## src/rtl/bfp_decomp_arbiter_if.sv

```systemverilog
// Stream bundle between the U-plane sources, the arbiter and the BFP decompression gearbox.
// The slave modport is the arbiter's view. The master modport is the view of the sources plus the gearbox.
interface bfp_decomp_arbiter_if #(
   parameter int N_PORTS = 4,
   parameter int IDX_W   = $clog2(N_PORTS)
);
   logic [N_PORTS*64-1:0] s_axis_tdata;
   logic [N_PORTS*8-1:0]  s_axis_tkeep;
   logic [N_PORTS-1:0]    s_axis_tvalid;
   logic [N_PORTS-1:0]    s_axis_tlast;
   logic [N_PORTS*40-1:0] s_axis_tuser;
   logic [N_PORTS-1:0]    s_axis_tready;

   logic [63:0]           m_axis_tdata;
   logic [7:0]            m_axis_tkeep;
   logic                  m_axis_tvalid;
   logic                  m_axis_tlast;
   logic [39:0]           m_axis_tuser;
   logic                  m_axis_tready;
   logic [IDX_W-1:0]      m_axis_tid;

   modport slave (
      input  s_axis_tdata, s_axis_tkeep, s_axis_tvalid, s_axis_tlast, s_axis_tuser,
      output s_axis_tready,
      output m_axis_tdata, m_axis_tkeep, m_axis_tvalid, m_axis_tlast, m_axis_tuser, m_axis_tid,
      input  m_axis_tready
   );

   modport master (
      output s_axis_tdata, s_axis_tkeep, s_axis_tvalid, s_axis_tlast, s_axis_tuser,
      input  s_axis_tready,
      input  m_axis_tdata, m_axis_tkeep, m_axis_tvalid, m_axis_tlast, m_axis_tuser, m_axis_tid,
      output m_axis_tready
   );
endinterface

```

## src/rtl/bfp_decomp_arbiter.sv

```systemverilog
// Packet-level round-robin arbiter that feeds N U-plane streams into one BFP decompression gearbox.
// A grant is held from the first beat of a packet to its TLAST. Data passes through combinationally, with no buffering.
module bfp_decomp_arbiter #(
   parameter int N_PORTS = 4,
   parameter int IDX_W   = $clog2(N_PORTS)
) (
   input  logic                clk,
   input  logic                rst_n,
   input  logic                enable,
   bfp_decomp_arbiter_if.slave bus,
   output logic                busy,
   output logic [15:0]         pkt_count,
   output logic                err_comp_meth
);
   typedef enum logic {IDLE = 1'b0, LOCKED = 1'b1} state_t;

   state_t           state_q, state_d;
   logic [IDX_W-1:0] grant_q, grant_d;
   logic [IDX_W-1:0] last_grant_q, last_grant_d;
   logic             first_q, first_d;
   logic             err_q, err_d;
   logic [15:0]      pkt_count_q, pkt_count_d;

   logic [63:0]      port_tdata [N_PORTS];
   logic [7:0]       port_tkeep [N_PORTS];
   logic [39:0]      port_tuser [N_PORTS];

   logic             arb_found;
   logic [IDX_W-1:0] arb_idx;
   logic [IDX_W:0]   arb_cand;
   logic             m_valid;
   logic             m_hs;
   logic             bad_meth;
   logic [N_PORTS-1:0] s_tready;

   genvar gi;
   generate
      for (gi = 0; gi < N_PORTS; gi++) begin : g_port
         assign port_tdata[gi] = bus.s_axis_tdata[gi*64 +: 64];
         assign port_tkeep[gi] = bus.s_axis_tkeep[gi*8 +: 8];
         assign port_tuser[gi] = bus.s_axis_tuser[gi*40 +: 40];
      end
   endgenerate

   // Search last_grant+1, +2, ... with wrap-around. The first requester found wins.
   always_comb begin
      arb_found = 1'b0;
      arb_idx   = '0;
      arb_cand  = '0;
      for (int i = 1; i <= N_PORTS; i++) begin
         arb_cand = {1'b0, last_grant_q} + (IDX_W+1)'(i);
         if (arb_cand >= (IDX_W+1)'(N_PORTS)) begin
            arb_cand = arb_cand - (IDX_W+1)'(N_PORTS);
         end
         if (!arb_found && bus.s_axis_tvalid[arb_cand[IDX_W-1:0]]) begin
            arb_found = 1'b1;
            arb_idx   = arb_cand[IDX_W-1:0];
         end
      end
   end

   assign m_valid  = (state_q == LOCKED) && bus.s_axis_tvalid[grant_q];
   assign m_hs     = m_valid && bus.m_axis_tready;
   // udCompMeth 0000 and 0001 are the only methods the gearbox understands.
   assign bad_meth = (port_tuser[grant_q][35:33] != 3'b000);

   always_comb begin
      s_tready = '0;
      if (state_q == LOCKED) begin
         s_tready[grant_q] = bus.m_axis_tready;
      end
   end

   assign bus.s_axis_tready = s_tready;
   assign bus.m_axis_tvalid = m_valid;
   assign bus.m_axis_tdata  = port_tdata[grant_q];
   assign bus.m_axis_tkeep  = port_tkeep[grant_q];
   assign bus.m_axis_tuser  = port_tuser[grant_q];
   assign bus.m_axis_tlast  = bus.s_axis_tlast[grant_q];
   assign bus.m_axis_tid    = grant_q;

   always_comb begin
      state_d      = state_q;
      grant_d      = grant_q;
      last_grant_d = last_grant_q;
      first_d      = first_q;
      pkt_count_d  = pkt_count_q;
      err_d        = 1'b0;
      case (state_q)
         IDLE: begin
            if (enable && arb_found) begin
               state_d = LOCKED;
               grant_d = arb_idx;
               first_d = 1'b1;
            end
         end
         LOCKED: begin
            if (m_hs) begin
               first_d = 1'b0;
               err_d   = first_q && bad_meth;
               if (bus.s_axis_tlast[grant_q]) begin
                  state_d      = IDLE;
                  last_grant_d = grant_q;
                  pkt_count_d  = pkt_count_q + 16'd1;
               end
            end
         end
         default: state_d = IDLE;
      endcase
   end

   always_ff @(posedge clk) begin
      if (!rst_n) begin
         state_q      <= IDLE;
         grant_q      <= '0;
         last_grant_q <= IDX_W'(N_PORTS - 1);
         first_q      <= 1'b0;
         err_q        <= 1'b0;
         pkt_count_q  <= '0;
      end else begin
         state_q      <= state_d;
         grant_q      <= grant_d;
         last_grant_q <= last_grant_d;
         first_q      <= first_d;
         err_q        <= err_d;
         pkt_count_q  <= pkt_count_d;
      end
   end

   assign busy          = (state_q == LOCKED);
   assign pkt_count     = pkt_count_q;
   assign err_comp_meth = err_q;
endmodule
```

## src/flat_wrapper.sv

```systemverilog
// flat-port wrapper written by rule: the top's interface ports become plain ports
module bfp_decomp_arbiter_flat 
#(
   parameter int N_PORTS = 4,
   parameter int IDX_W   = $clog2(N_PORTS)
)
  (clk, rst_n, enable, busy, pkt_count, err_comp_meth, bus_s_axis_tdata, bus_s_axis_tkeep, bus_s_axis_tvalid, bus_s_axis_tlast, bus_s_axis_tuser, bus_s_axis_tready, bus_m_axis_tdata, bus_m_axis_tkeep, bus_m_axis_tvalid, bus_m_axis_tlast, bus_m_axis_tuser, bus_m_axis_tid, bus_m_axis_tready);
  bfp_decomp_arbiter_if #(.N_PORTS(N_PORTS), .IDX_W(IDX_W)) bus_i ();
  input  logic clk;
  input  logic rst_n;
  input  logic enable;
  output logic busy;
  output logic [15:0] pkt_count;
  output logic err_comp_meth;
  input wire logic [$bits(bus_i.s_axis_tdata)-1:0] bus_s_axis_tdata;
  input wire logic [$bits(bus_i.s_axis_tkeep)-1:0] bus_s_axis_tkeep;
  input wire logic [$bits(bus_i.s_axis_tvalid)-1:0] bus_s_axis_tvalid;
  input wire logic [$bits(bus_i.s_axis_tlast)-1:0] bus_s_axis_tlast;
  input wire logic [$bits(bus_i.s_axis_tuser)-1:0] bus_s_axis_tuser;
  output wire logic [$bits(bus_i.s_axis_tready)-1:0] bus_s_axis_tready;
  output wire logic [$bits(bus_i.m_axis_tdata)-1:0] bus_m_axis_tdata;
  output wire logic [$bits(bus_i.m_axis_tkeep)-1:0] bus_m_axis_tkeep;
  output wire logic [$bits(bus_i.m_axis_tvalid)-1:0] bus_m_axis_tvalid;
  output wire logic [$bits(bus_i.m_axis_tlast)-1:0] bus_m_axis_tlast;
  output wire logic [$bits(bus_i.m_axis_tuser)-1:0] bus_m_axis_tuser;
  output wire logic [$bits(bus_i.m_axis_tid)-1:0] bus_m_axis_tid;
  input wire logic [$bits(bus_i.m_axis_tready)-1:0] bus_m_axis_tready;
  assign bus_i.s_axis_tdata = bus_s_axis_tdata;
  assign bus_i.s_axis_tkeep = bus_s_axis_tkeep;
  assign bus_i.s_axis_tvalid = bus_s_axis_tvalid;
  assign bus_i.s_axis_tlast = bus_s_axis_tlast;
  assign bus_i.s_axis_tuser = bus_s_axis_tuser;
  assign bus_s_axis_tready = bus_i.s_axis_tready;
  assign bus_m_axis_tdata = bus_i.m_axis_tdata;
  assign bus_m_axis_tkeep = bus_i.m_axis_tkeep;
  assign bus_m_axis_tvalid = bus_i.m_axis_tvalid;
  assign bus_m_axis_tlast = bus_i.m_axis_tlast;
  assign bus_m_axis_tuser = bus_i.m_axis_tuser;
  assign bus_m_axis_tid = bus_i.m_axis_tid;
  assign bus_i.m_axis_tready = bus_m_axis_tready;
  bfp_decomp_arbiter #(.N_PORTS(N_PORTS), .IDX_W(IDX_W)) u_core (.clk(clk), .rst_n(rst_n), .enable(enable), .bus(bus_i), .busy(busy), .pkt_count(pkt_count), .err_comp_meth(err_comp_meth));
endmodule
```

## config.mk

```make
export PLATFORM = sky130hd
export DESIGN_NAME = bfp_decomp_arbiter_flat
export DESIGN_NICKNAME = d
export VERILOG_FILES = /design/src/rtl/bfp_decomp_arbiter_if.sv /design/src/rtl/bfp_decomp_arbiter.sv /design/src/flat_wrapper.sv
export SDC_FILE = /design/constraint.sdc
export NUM_CORES = 1
export LEC_CHECK = 0
export BUFFER_PORTS_ARGS = -buffer_cell sky130_fd_sc_hd__buf_4
export CAP_MARGIN = 10
export CORE_AREA = 2 2 236 238
export CTS_CLUSTER_DIAMETER = 30
export DETAILED_ROUTE_END_ITERATION = 6
export DIE_AREA = 0 0 238 240
export PLACE_DENSITY = 0.41
export SETUP_SLACK_MARGIN = 0.02
export SLEW_MARGIN = 40
export SYNTH_ARGS = -nofsm -noshare
export SYNTH_HDL_FRONTEND = slang
export SYNTH_SLANG_ARGS = --single-unit
export TNS_END_PERCENT = 10
```

## constraint.sdc

```tcl
create_clock -name clk -period 2.2 [get_ports clk]
set_clock_uncertainty 0.05 [all_clocks]
set_input_delay 0.44 -clock clk [delete_from_list [all_inputs] [get_ports clk]]
set_output_delay 0.44 -clock clk [all_outputs]
set_load 0.03 [all_outputs]
```

==> out/metrics.cfg <==
[outcome]
status=finished, violations left
violations=negative setup slack

[synth]
netlist_instances=303
synth_ff_type=dfxtp_1
yosysWarnings=0
synthMuxAreaShare_pct=65.7
synth_compound_area_share_pct=7.55
synth-edff-count=0
ys_top_cells_by_count=112 x mux4_2, 23 x dfxtp_1, 15 x a21oi_1
synth_xor_area_share_pct=0
synth_top_area_share_pct=63.7
post-synth-top-count-cell=mux4_2
syn_nets=764
synthArstFlopShare_pct=0
syn_area_per_cell_um2=13.1
seq_area_frac_synth_pct=11.6
synth_top_area_cell=mux4_2
synth_top_family_by_area=multiplexers
synthSimpleGateAreaFrac_pct=9.89
ys_seq_elements=23
synthAdderAreaFrac_pct=0.316
netlist_area_mm2=0.00396
synth_top_cells_by_area=mux4_2 64%, dfxtp_1 12%, a21oi_1 1.9%
ys_types=42

[floorplan]
die_height_um=240
pin_count=598
row_count=86
die_area_mm2=0.0571
core-area_mm2=0.0547
die_w_um=238
start_util_pct=7.25

[power]
p_per_area_mw_per_mm2=393
p_leak_nw=4.26
ir_worst_vdd_uv=275
power_mw=3.91

[drt]
wl_um=38400
drtIter0Drc=241
dr.pass1.iters=4
vias=5844
drc=0
routedWlPerCell_um=24.0
ant_nets=0
vias_per_cell=3.65

[worst_setup_path]
regToRegSetupSlack_ns=0.23
cp_max_fo=8
cp-start-kind=flop
crit_start=u_core.bus.m_axis_tid[0]
worst_ep_arrival_time_ns=1.73
cp-end-kind=output port
cp.required_ns=1.71
reg2reg_to=u_core.pkt_count[15]
critPathCapture=bus_m_axis_tdata[0]
r2r_start=u_core.bus.m_axis_tid[0]
critPathKind=reg2out
rr_worst_depth=6

[final_layout]
fillers=6058
nets=1356
drive_gt1_share_pct=83.8
syn2layout_area_growth_pct=151
fin_util_pct=18.2
multi_input_area_mm2=0.00331
fin_area_mm2=0.00995
ff_latch_area_um2=468

[hold_path]
worstHoldStart=rst_n
hold_class=in2reg

[grt]
grt_max_degree=66
track_usage_pct=12.2
grt_antenna_before_repair=24
grt_pass1_vias=5904
gr-total-overflow=0
grt_pass1_wl_um=48300

[timing]
slew-limit-headroom_pct=69.2
fin_crit_ns=2.22
setup_slack_ns=-0.0201
fmax_ghz=0.450
setup_violations=11
timing.hold.ws_ns=0.429
worst_pin_slew_ns=0.461
rsz0062_at_grt=yes
slew_viol_final=0
min_period_over_period_pct=101
hold_viol=0

[clocking]
path_clk_slew_ns=0.06
ctsHtreeMaxLevel=1
cts_max_path_buffers=2
cts_tree=yes
clock_latency_ns=0.27
hold_buffers=0
cts.sinks=23
cts_root_buf=clkbuf_16
cts_buffers=3

[placement]
hpwl_um=34600
placed_area_mm2=0.00942
port_buffers=597
gp_routability_congestion=0.895

[flow_run]
max_cap_violations=0

[stage by stage]
| stage | setup TNS, ns | cells | worst slack (ns) |
|---|---|---|---|
| 2_1_floorplan | -0.807 | 303 | -0.0115 |
| 3_5_place_dp | 0 | 1585 | 0.137 |
| 3_3_place_gp | 0 | 1585 | 0.147 |
| 5_1_grt | -3.07 | 1599 | -0.0878 |
| 6_report | -0.101 | 1601 | -0.0201 |
| 4_1_cts | -1.16 | 1593 | -0.0612 |
[area by class of cell]
| type | count | share of cell area (%) |
|---|---|---|
| tap | 704 | 8.85 |
| inverter | 4 | 0.176 |
| sequential | 23 | 4.70 |
| clock buffer | 3 | 0.754 |
| multi-input combinational | 237 | 33.3 |
| timing repair buffer | 626 | 52.1 |
| antenna | 3 | 0.0754 |
| clock inverter | 1 | 0.0629 |
[power by group]
part           switching (mW)  internal, mW  total, mW  leakage (nW)
clock                   0.174         0.248      0.422        0.0415
combinational            1.44          1.60       3.04          4.03
sequential             0.0190         0.426      0.445         0.188
[logic make-up after synthesis]
| logic type | count (synthesis) |
|---|---|
| compound gates | 47 |
| fa+ha+maj | 1 |
| buf+inv | 43 |
| flops | 23 |
| mux | 120 |
| simple gates | 69 |
[sequential cells by signal, summed over array words and instances, names as in the netlist]
signal / flops
u_core.first_q: 1
u_core.busy: 1
u_core.bus.m_axis_tid: 2
u_core.last_grant_q: 2
u_core.pkt_count: 16
u_core.err_comp_meth: 1
[cells in the final DEF (no fill, tap or decap), drive strengths merged, types with 2 or more instances in the layout]
cell,n
nand3,8
o311ai,2
dfxtp,23
nor3,2
nand2b,4
buf,625
mux2i,7
inv,5
nor2b,2
nor2,8
a31oi,2
or4,10
nand4,6
and4,3
mux4,112
o21ai,8
a21oi,15
o21a,2
or3,2
nand2,13
o31ai,10
nor4,3
and3,4
diode,3
clkbuf,4
[critical path, stage by stage, from the launching register on]
cell,delay [ns]
dfxtp_4,0.38
buf_12,0.15
buf_4,0.18
mux4_2,0.56
buf_4,0.20
[repair_timing]
action,in CTS,in global routing
hold endpoints to repair,0,0
setup buffers,4,4
gates resized for setup,66,23
endpoints found under the setup margin,101,108
cloned,0,1
[worst min-delay path by stage]
stage | endpoint | cells after the start | slack [ns]
6_report | u_core.last_grant_q[1] | 2 | 0.43
5_1_grt | u_core.last_grant_q[1] | 2 | 0.44
4_1_cts | u_core.last_grant_q[0] | 2 | 0.42
3_5_place_dp | u_core.err_comp_meth | 2 | 0.42
3_3_place_gp | u_core.err_comp_meth | 2 | 0.41
2_1_floorplan | u_core.err_comp_meth | 2 | 0.36
[routing by layer]
metal | vias up | GRT usage, % | wire length (um)
met4 | 12 | 2.50 | 985
met3 | 63 | 3.36 | 3100
li1 | 2545 | - | -
met5 | - | 0 | 88
met1 | 2884 | 15.0 | 15200
met2 | 340 | 21.2 | 19000
(Power assumes the default switching activity.)
